### config.mk
export PLATFORM = sky130hd
export DESIGN_NAME = uart_rx_fifo
export DESIGN_NICKNAME = d
export VERILOG_FILES = /design/src/rtl/uart_rx_fifo.sv
export SDC_FILE = /design/constraint.sdc
export NUM_CORES = 1
export LEC_CHECK = 0
export BUFFER_PORTS_ARGS = -buffer_cell sky130_fd_sc_hd__buf_2
export CAP_MARGIN = 20
export CORE_ASPECT_RATIO = 0.5
export CORE_UTILIZATION = 40
export DETAILED_ROUTE_END_ITERATION = 8
export PLACE_DENSITY = 0.65
export REMOVE_ABC_BUFFERS = 1
export SYNTH_ARGS = -nofsm -noshare
export SYNTH_HDL_FRONTEND = slang
export SYNTH_SLANG_ARGS = --single-unit
### constraint.sdc
create_clock -name clk -period 4.82 [get_ports clk]
set_input_delay 0.964 -clock clk [delete_from_list [all_inputs] [get_ports clk]]
set_output_delay 0.964 -clock clk [all_outputs]
set_load 0.01 [all_outputs]
### src/rtl/uart_rx_fifo.sv
// uart_rx_fifo: UART receive front-end.
// 2-flop input synchroniser, 8N1 deserialiser at a fixed CLKS_PER_BIT ratio,
// and a small first-word-fall-through FIFO popped by the register interface.
// Optional build macro UART_RX_PARITY_EN switches the frame to 8E1 and adds
// a sticky parity_err output.
module uart_rx_fifo #(
    parameter int CLKS_PER_BIT = 434,
    parameter int FIFO_AW      = 2
) (
    input  logic               clk,
    input  logic               rst,
    input  logic               uart_rx,
    input  logic               rd_en,
    input  logic               err_clr,
    output logic [7:0]         rx_data,
    output logic               rx_valid,
    output logic [FIFO_AW:0]   count,
    output logic               done,
    output logic               frame_err,
`ifdef UART_RX_PARITY_EN
    output logic               parity_err,
`endif
    output logic               overrun
);

    localparam int DEPTH = 1 << FIFO_AW;
    localparam int CW    = $clog2(CLKS_PER_BIT);
    localparam logic [CW-1:0] BIT_LAST  = CW'(CLKS_PER_BIT - 1);
    localparam logic [CW-1:0] HALF_LAST = CW'(CLKS_PER_BIT / 2 - 1);
    localparam logic [FIFO_AW:0] FULL_CNT = (FIFO_AW+1)'(DEPTH);

    typedef enum logic [2:0] {
        S_IDLE,
        S_START,
        S_DATA,
`ifdef UART_RX_PARITY_EN
        S_PARITY,
`endif
        S_STOP,
        S_WAIT_HIGH
    } state_t;

    // ------------------------------------------------------------------
    // Input synchroniser
    // ------------------------------------------------------------------
    logic meta_q, rxs_q;

    // Two flops; reset to the idle-high line level so no false start bit.
    always_ff @(posedge clk or negedge rst) begin
        if (!rst) begin
            meta_q <= 1'b1;
            rxs_q  <= 1'b1;
        end else begin
            meta_q <= uart_rx;
            rxs_q  <= meta_q;
        end
    end

    // ------------------------------------------------------------------
    // Deserialiser FSM
    // ------------------------------------------------------------------
    state_t        state_q, state_d;
    logic [CW-1:0] cnt_q, cnt_d;
    logic [2:0]    bit_q, bit_d;
    logic [7:0]    shift_q, shift_d;
    logic          done_q, done_d;
    logic          push;
    logic          ferr_set;
    logic          byte_ok;
`ifdef UART_RX_PARITY_EN
    logic          par_bad_q, par_bad_d;
    logic          perr_set;
    logic          perr_q;
    assign byte_ok = !par_bad_q;
`else
    assign byte_ok = 1'b1;
`endif

    // State, bit/clock counters, shift register and done pulse.
    always_ff @(posedge clk or negedge rst) begin
        if (!rst) begin
            state_q <= S_IDLE;
            cnt_q   <= '0;
            bit_q   <= '0;
            shift_q <= '0;
            done_q  <= 1'b0;
`ifdef UART_RX_PARITY_EN
            par_bad_q <= 1'b0;
`endif
        end else begin
            state_q <= state_d;
            cnt_q   <= cnt_d;
            bit_q   <= bit_d;
            shift_q <= shift_d;
            done_q  <= done_d;
`ifdef UART_RX_PARITY_EN
            par_bad_q <= par_bad_d;
`endif
        end
    end

    // Next-state: the clock counter free-runs inside a bit and is cleared
    // on every sample so the next sample lands one bit time later.
    always_comb begin
        state_d  = state_q;
        cnt_d    = cnt_q + CW'(1);
        bit_d    = bit_q;
        shift_d  = shift_q;
        done_d   = 1'b0;
        push     = 1'b0;
        ferr_set = 1'b0;
`ifdef UART_RX_PARITY_EN
        par_bad_d = par_bad_q;
        perr_set  = 1'b0;
`endif
        case (state_q)
            S_IDLE: begin
                cnt_d = '0;
                if (!rxs_q) state_d = S_START;
            end
            S_START: begin
                if (cnt_q == HALF_LAST) begin
                    cnt_d = '0;
                    bit_d = '0;
                    // A line back high at mid start bit was only a glitch.
                    state_d = rxs_q ? S_IDLE : S_DATA;
                end
            end
            S_DATA: begin
                if (cnt_q == BIT_LAST) begin
                    cnt_d   = '0;
                    shift_d = {rxs_q, shift_q[7:1]};
                    bit_d   = bit_q + 3'd1;
`ifdef UART_RX_PARITY_EN
                    if (bit_q == 3'd7) state_d = S_PARITY;
`else
                    if (bit_q == 3'd7) state_d = S_STOP;
`endif
                end
            end
`ifdef UART_RX_PARITY_EN
            S_PARITY: begin
                if (cnt_q == BIT_LAST) begin
                    cnt_d     = '0;
                    par_bad_d = rxs_q ^ (^shift_q);
                    perr_set  = rxs_q ^ (^shift_q);
                    state_d   = S_STOP;
                end
            end
`endif
            S_STOP: begin
                if (cnt_q == BIT_LAST) begin
                    cnt_d = '0;
                    if (rxs_q) begin
                        push    = byte_ok;
                        done_d  = byte_ok;
                        state_d = S_IDLE;
                    end else begin
                        ferr_set = 1'b1;
                        state_d  = S_WAIT_HIGH;
                    end
                end
            end
            S_WAIT_HIGH: begin
                // Absorb a held-low line so a break reports one error only.
                cnt_d = '0;
                if (rxs_q) state_d = S_IDLE;
            end
            default: begin
                cnt_d   = '0;
                state_d = S_IDLE;
            end
        endcase
    end

    // ------------------------------------------------------------------
    // FIFO
    // ------------------------------------------------------------------
    logic [7:0]         mem_q [DEPTH];
    logic [FIFO_AW-1:0] wr_ptr_q, rd_ptr_q;
    logic [FIFO_AW:0]   cnt_fifo_q, cnt_fifo_d;
    logic               full, do_pop, do_push, ovf_set;
    logic               ferr_q, ovr_q;

    assign full    = (cnt_fifo_q == FULL_CNT);
    assign do_pop  = rd_en && (cnt_fifo_q != '0);
    // When full, a same-cycle pop frees the slot the push lands in.
    assign do_push = push && (!full || do_pop);
    assign ovf_set = push && full && !do_pop;

    // Occupancy update from the push/pop pair.
    always_comb begin
        cnt_fifo_d = cnt_fifo_q;
        case ({do_push, do_pop})
            2'b10:   cnt_fifo_d = cnt_fifo_q + (FIFO_AW+1)'(1);
            2'b01:   cnt_fifo_d = cnt_fifo_q - (FIFO_AW+1)'(1);
            default: cnt_fifo_d = cnt_fifo_q;
        endcase
    end

    // Storage and pointers; storage is cleared so rx_data reads 0 in reset.
    always_ff @(posedge clk or negedge rst) begin
        if (!rst) begin
            for (int i = 0; i < DEPTH; i++) mem_q[i] <= '0;
            wr_ptr_q   <= '0;
            rd_ptr_q   <= '0;
            cnt_fifo_q <= '0;
        end else begin
            if (do_push) begin
                mem_q[wr_ptr_q] <= shift_q;
                wr_ptr_q        <= wr_ptr_q + FIFO_AW'(1);
            end
            if (do_pop) rd_ptr_q <= rd_ptr_q + FIFO_AW'(1);
            cnt_fifo_q <= cnt_fifo_d;
        end
    end

    // Sticky error flags; a new error outranks a same-cycle clear.
    always_ff @(posedge clk or negedge rst) begin
        if (!rst) begin
            ferr_q <= 1'b0;
            ovr_q  <= 1'b0;
`ifdef UART_RX_PARITY_EN
            perr_q <= 1'b0;
`endif
        end else begin
            ferr_q <= (ferr_q && !err_clr) || ferr_set;
            ovr_q  <= (ovr_q  && !err_clr) || ovf_set;
`ifdef UART_RX_PARITY_EN
            perr_q <= (perr_q && !err_clr) || perr_set;
`endif
        end
    end

    assign rx_data   = mem_q[rd_ptr_q];
    assign rx_valid  = (cnt_fifo_q != '0);
    assign count     = cnt_fifo_q;
    assign done      = done_q;
    assign frame_err = ferr_q;
    assign overrun   = ovr_q;
`ifdef UART_RX_PARITY_EN
    assign parity_err = perr_q;
`endif

endmodule

# After elaboration in Yosys (flattened, before gate mapping)
# Cells that the tools add are included.
word_totals:
  input_bits: 5
  wordCells: 92
  out_inout_bits: 15
  register_bits: 67
classes:
  add_sub_neg: 6
  muxes: 28
  n_bitwise: 2
  n_lt_le_gt_ge: 3
  reduce_logical: 21
  eq_ne: 16
ops:
  columns: ["cell", "n"]
  rows:
  - ["32-bit bitwise mux", 1]
  - ["3-bit two-way mux", 9]
  - ["8-bit two-way mux", 3]
  - ["9-bit two-way mux", 2]
  - ["9-bit case mux with 2 select lines", 1]
  - ["8-bit binary-select mux with 2-bit select", 1]
  - ["8-bit demux with 2-bit select", 1]
  - ["3-bit case mux with 5 select lines", 1]
  - ["2-bit inequality test (second input constant)", 6]
  - ["3-bit case mux with 2 select lines", 2]
  - ["9-bit by 1-bit adder with 9-bit output (second input constant)", 1]
  - ["3-bit == test (second input constant)", 3]
  - ["9-bit by 8-bit == test with 1-bit output (second input constant)", 1]
  - ["9-bit == test (second input constant)", 1]
  - ["1-bit logical AND", 7]
  - ["3-bit by 1-bit adder with 3-bit output (second input constant)", 2]
  - ["3-bit by 2-bit == test with 1-bit output (second input constant)", 2]
  - ["3-bit greater-or-equal comparator (second input constant)", 2]
  - ["1-bit two-way mux", 6]
  - ["2-bit inverter with 3-bit output", 2]
  - ["6-bit AND reduction", 1]
  - ["2-bit by 1-bit adder with 2-bit output (second input constant)", 2]
  - ["2-bit nonzero test", 2]
  - ["3-bit by 1-bit == test with 1-bit output (second input constant)", 1]
  - ["other kinds (12)", 16]

# Depth between registers and ports, before layout
depth:
  word_depth: 6
  depth_mapped: 12
  mapped_depth_nobuf: 12

# Worst setup path before layout
# Ideal clock, no wire load.
synth_path:
  path_type: "input -> register"
  from: "in rd_en"
  to: "reg cnt_fifo_q[2], in the netlist count[2]"
  stages: 9
  arrival_time_ps: 2593
  setup_slack_ps: 2148
  cell_sequence: "nor4b_1 > nor3_1 > inv_1 > ha_1 > inv_1 > fa_1 > xor2_1 > nor2_1 > xor2_1"
synth_between:
  elab_chain_cells: 5
  elab_cells_between_ends: 7
  cone_classes: "2 x eq/ne; 1 x mux; 4 x reduce/logical"
synth_rtl:
  columns: ["item", "line", "source"]
  rows:
  - ["start: declaration", "13", "input logic rd_en,"]
  - ["1-bit logical AND *", "186", "assign do_pop = rd_en && (cnt_fifo_q != '0);"]
  - ["1-bit logical OR", "188", "assign do_push = push && (!full || do_pop);"]
  - ["1-bit logical AND", "188", null]
  - ["2-bit by 1-bit == test with 1-bit output / 2-bit == test (equally long branches)", "194", "case ({do_push, do_pop})"]
  - ["3-bit case mux with 2 select lines / 2-bit nonzero test (equally long branches)", null, null]
  - ["end signal: assignment", "214", "cnt_fifo_q <= cnt_fifo_d;"]
  - ["end: declaration", "181", "logic [FIFO_AW:0] cnt_fifo_q, cnt_fifo_d;"]
# Every way passes the cells marked *; elsewhere a longest branch is shown, timed or not.
# A chain may end at the register's enable or synchronous reset.

# Worst setup path after layout
layout_path:
  from: "reg rd_ptr_q[0]"
  to: "out rx_data[7]"
layout_between:
  elab_chain_cells: 4
layout_rtl:
  columns: ["item", "line", "source"]
  rows:
  - ["start: declaration", "180", "logic [FIFO_AW-1:0] wr_ptr_q, rd_ptr_q;"]
  - ["start signal: assignment", "213", "if (do_pop) rd_ptr_q <= rd_ptr_q + FIFO_AW'(1);"]
  - ["2-bit inverter with 3-bit output (not written as such)", "235", "assign rx_data = mem_q[rd_ptr_q];"]
  - ["8-bit binary-select mux with 2-bit select", "235", null]
  - ["8-bit two-way mux (not written as such) (2 in a row)", "235", null]
  - ["end: declaration", "15", "output logic [7:0] rx_data,"]
# No other way between the ends. The select of a mux whose other input is x is not followed.

==> out/qor.txt <==
Pin count of the biggest net entering global routing -> 68
Critical Path AT -> 1.82 ns
Netlist cell types -> 39
Fin Setup TNS -> 0 ns
Fin crit share -> 0.578
Fraction of layout cells with a size suffix above 1 -> 0.307
Finished Layout Cells -> 363
First-pass GRT wire length -> 9370 µm
DRT Pass-1 Iters -> 6
Post-Route Skew -> 0.00905 ns
DP Wirelength -> 3600 µm
Via density -> 5.12
Area Overhead vs Synth -> 16.6%
Min Hold Slack -> 0.361 ns
Area leader, netlist -> dfrtp_1
Failing checks -> design-rule violations
Worst rel slew slack -> 0.444
Setup WS pre-CTS -> 1.82 ns
Clock buffer depth -> 2
Grt ovf -> 0
Cts repair resizes -> 0
Register area share after synthesis -> 0.551
Die H -> 63.7 µm
Later-pin clock latency in the skew report -> 0.33 ns
CTS Sinks -> 67
Core Box Area -> 7350 µm²
Pwr Density -> 400 nW/µm²
Max Clk Rate -> 0.359 GHz
Routed Antenna Nets -> 0
Crit path required time -> 3.86 ns
Worst-path clk slew -> 0.05 ns
Leak pwr -> 1.72 nW
Worst Setup End Kind -> output port
Post-synthesis cell area -> 3050 µm²
Initial antenna violation count -> 0
Outcome -> finished with violations
Cell area after layout -> 3550 µm²
Final Net Count -> 278
Tot Pwr -> 1.42 mW
Worst setup margin -> 2.03 ns
Synth top area share -> 0.534
Endpoints failing setup -> 0
Setup Buffers After CTS -> 0
P_int -> 1.06 mW
Synth area leaders -> dfrtp_1, mux2_2, mux4_2, ha_1, nand2_1
Reg power frac -> 0.456
Hold-fix buffers, CTS -> 0
Critical path class -> reg2out
Die area -> 7990 µm²
CTS tree -> built
Cells after Synth -> 236
Sw frac -> 0.255
Final wirelength -> 5300 µm
Asr flop ratio synth -> 1.00
GP Congestion -> 0.706
RSZ-0062 raised after global routing -> no
Htree depth -> 3
Min Tclk post-route -> 2.79 ns
Number of max-cap violations -> 0
Placed instance count -> 347
Yosys reg bits -> 67
Gr usage total -> 0.156
Root Buffer -> clkbuf_16
CP Launch Type -> flop
Crit-path max FO -> 10
Maximum VDD drop -> 0.211 mV
Wire length per cell -> 14.6 µm
Combinational share of power -> 0.090
Vias in the first global route -> 1945
Num CTS Buffers -> 9
Slew Viols, Final -> 0
Number of remaining DRC errors -> 1
DR vias -> 1857
Antenna cell count -> 0
Synth Flop Type -> dfrtp_1
Ports -> 20
Final core area utilization -> 0.483
PortBufs -> 19
Power share of the clock group -> 0.454
Psw -> 0.363 mW
Initial DRC Count -> 60
Layout fillers -> 644
Worst slew pin tran -> 0.834 ns
Final hold vios -> 0
Post-synth EDFFs -> 0
Starting density of the core -> 0.415
Dpl cell area -> 3250 µm²
Worst min path class -> reg2reg
Yosys warns -> 0
Die X -> 125 µm
Row cnt -> 22
Synthesized area per cell -> 12.9 µm²
==> worst max-delay path: stages, from the launching register on <==
cell and delay, ns:
dfrtp_1 0.75, mux4_2 0.59, buf_2 0.16
==> per-layer routing <==
metal | track usage | wire length [µm]
met5 | 0 | 0
met1 | 0.182 | 2340
met2 | 0.270 | 2700
met4 | 0.0686 | 77
met3 | 0.0442 | 185
==> Yosys cell counts (2+ instances only) <==
master     n
nand4_1    2
nor4b_1    2
ha_1      10
nand4b_1   2
nand2_2    4
o21ai_0    2
inv_1     11
dfrtp_1   65
mux4_2     8
or3_1      2
dfstp_2    2
nor3_1     2
xnor2_1    9
clkbuf_1   4
a21oi_1    2
nor3b_1    3
nor2b_1    2
xor2_1     5
nand3_1    4
a22o_1     4
nand2_1   27
mux2_2    30
mux2_1     4
nor2_1    15
==> worst paths after layout <==
kind	start	to	slack, ns	depth (start not counted)
setup / recovery	rd_ptr_q[0]$_DFFE_PN0P_	rx_data[7]	2.03	2
max in group asynchronous	rst	overrun$_DFF_PN0_	3.46	2
hold reg to reg	meta_q$_DFF_PN1_	rxs_q$_DFF_PN1_	0.36	0
min in group asynchronous	rst	mem_q[19]$_DFFE_PN0P_	0.81	2
hold / removal	meta_q$_DFF_PN1_	rxs_q$_DFF_PN1_	0.36	0
setup reg to reg	cnt_q[1]$_DFF_PN0_	count[1]$_DFFE_PN0P_	2.40	10
==> state kept, by name, indices dropped and copies added, names as in the netlist <==
register   cells
frame_err      1
cnt_q          9
rxs_q          1
meta_q         1
count          3
state_q        3
done           1
mem_q         32
shift_q        8
bit_q          3
overrun        1
wr_ptr_q       2
rd_ptr_q       2
==> layout make-up <==
type | instances | area, µm² | area share
flip-flops and latches | 67 | 1680 | 0.473
multi-input cells | 153 | 1310 | 0.368
well taps | 96 | 120 | 0.0338
clock buffers | 9 | 225 | 0.0634
clock inverters | 7 | 76.3 | 0.0215
inverters | 11 | 41.3 | 0.0116
repair buffers | 20 | 103 | 0.0289
==> cells by family after synthesis <==
group           synth area share
compound gates            0.0312
xor+xnor                  0.0402
fa+ha+maj                 0.0476
buf+inv                   0.0197
flops                      0.551
mux                        0.185
simple gates               0.125
==> power groups by stage <==
stage,registers [mW],clock network [mW],logic [mW]
after global routing,0.656,0.690,0.144
after detailed placement,0.660,0,0.133
after CTS,0.651,0.660,0.132
after floorplan,0.645,0,0.0851
final,0.648,0.645,0.128
after global placement,0.658,0,0.125
==> cells in the final DEF (no fill, tap or decap), types with 8 or more instances in the layout <==
master and n:
mux4_2 8, inv_1 11, mux2_2 30, dfrtp_1 65, nand2_1 27, clkbuf_16 9
nor2_1 15, buf_2 19, xnor2_1 9, ha_1 10
Power figures use the tool's default switching activity.
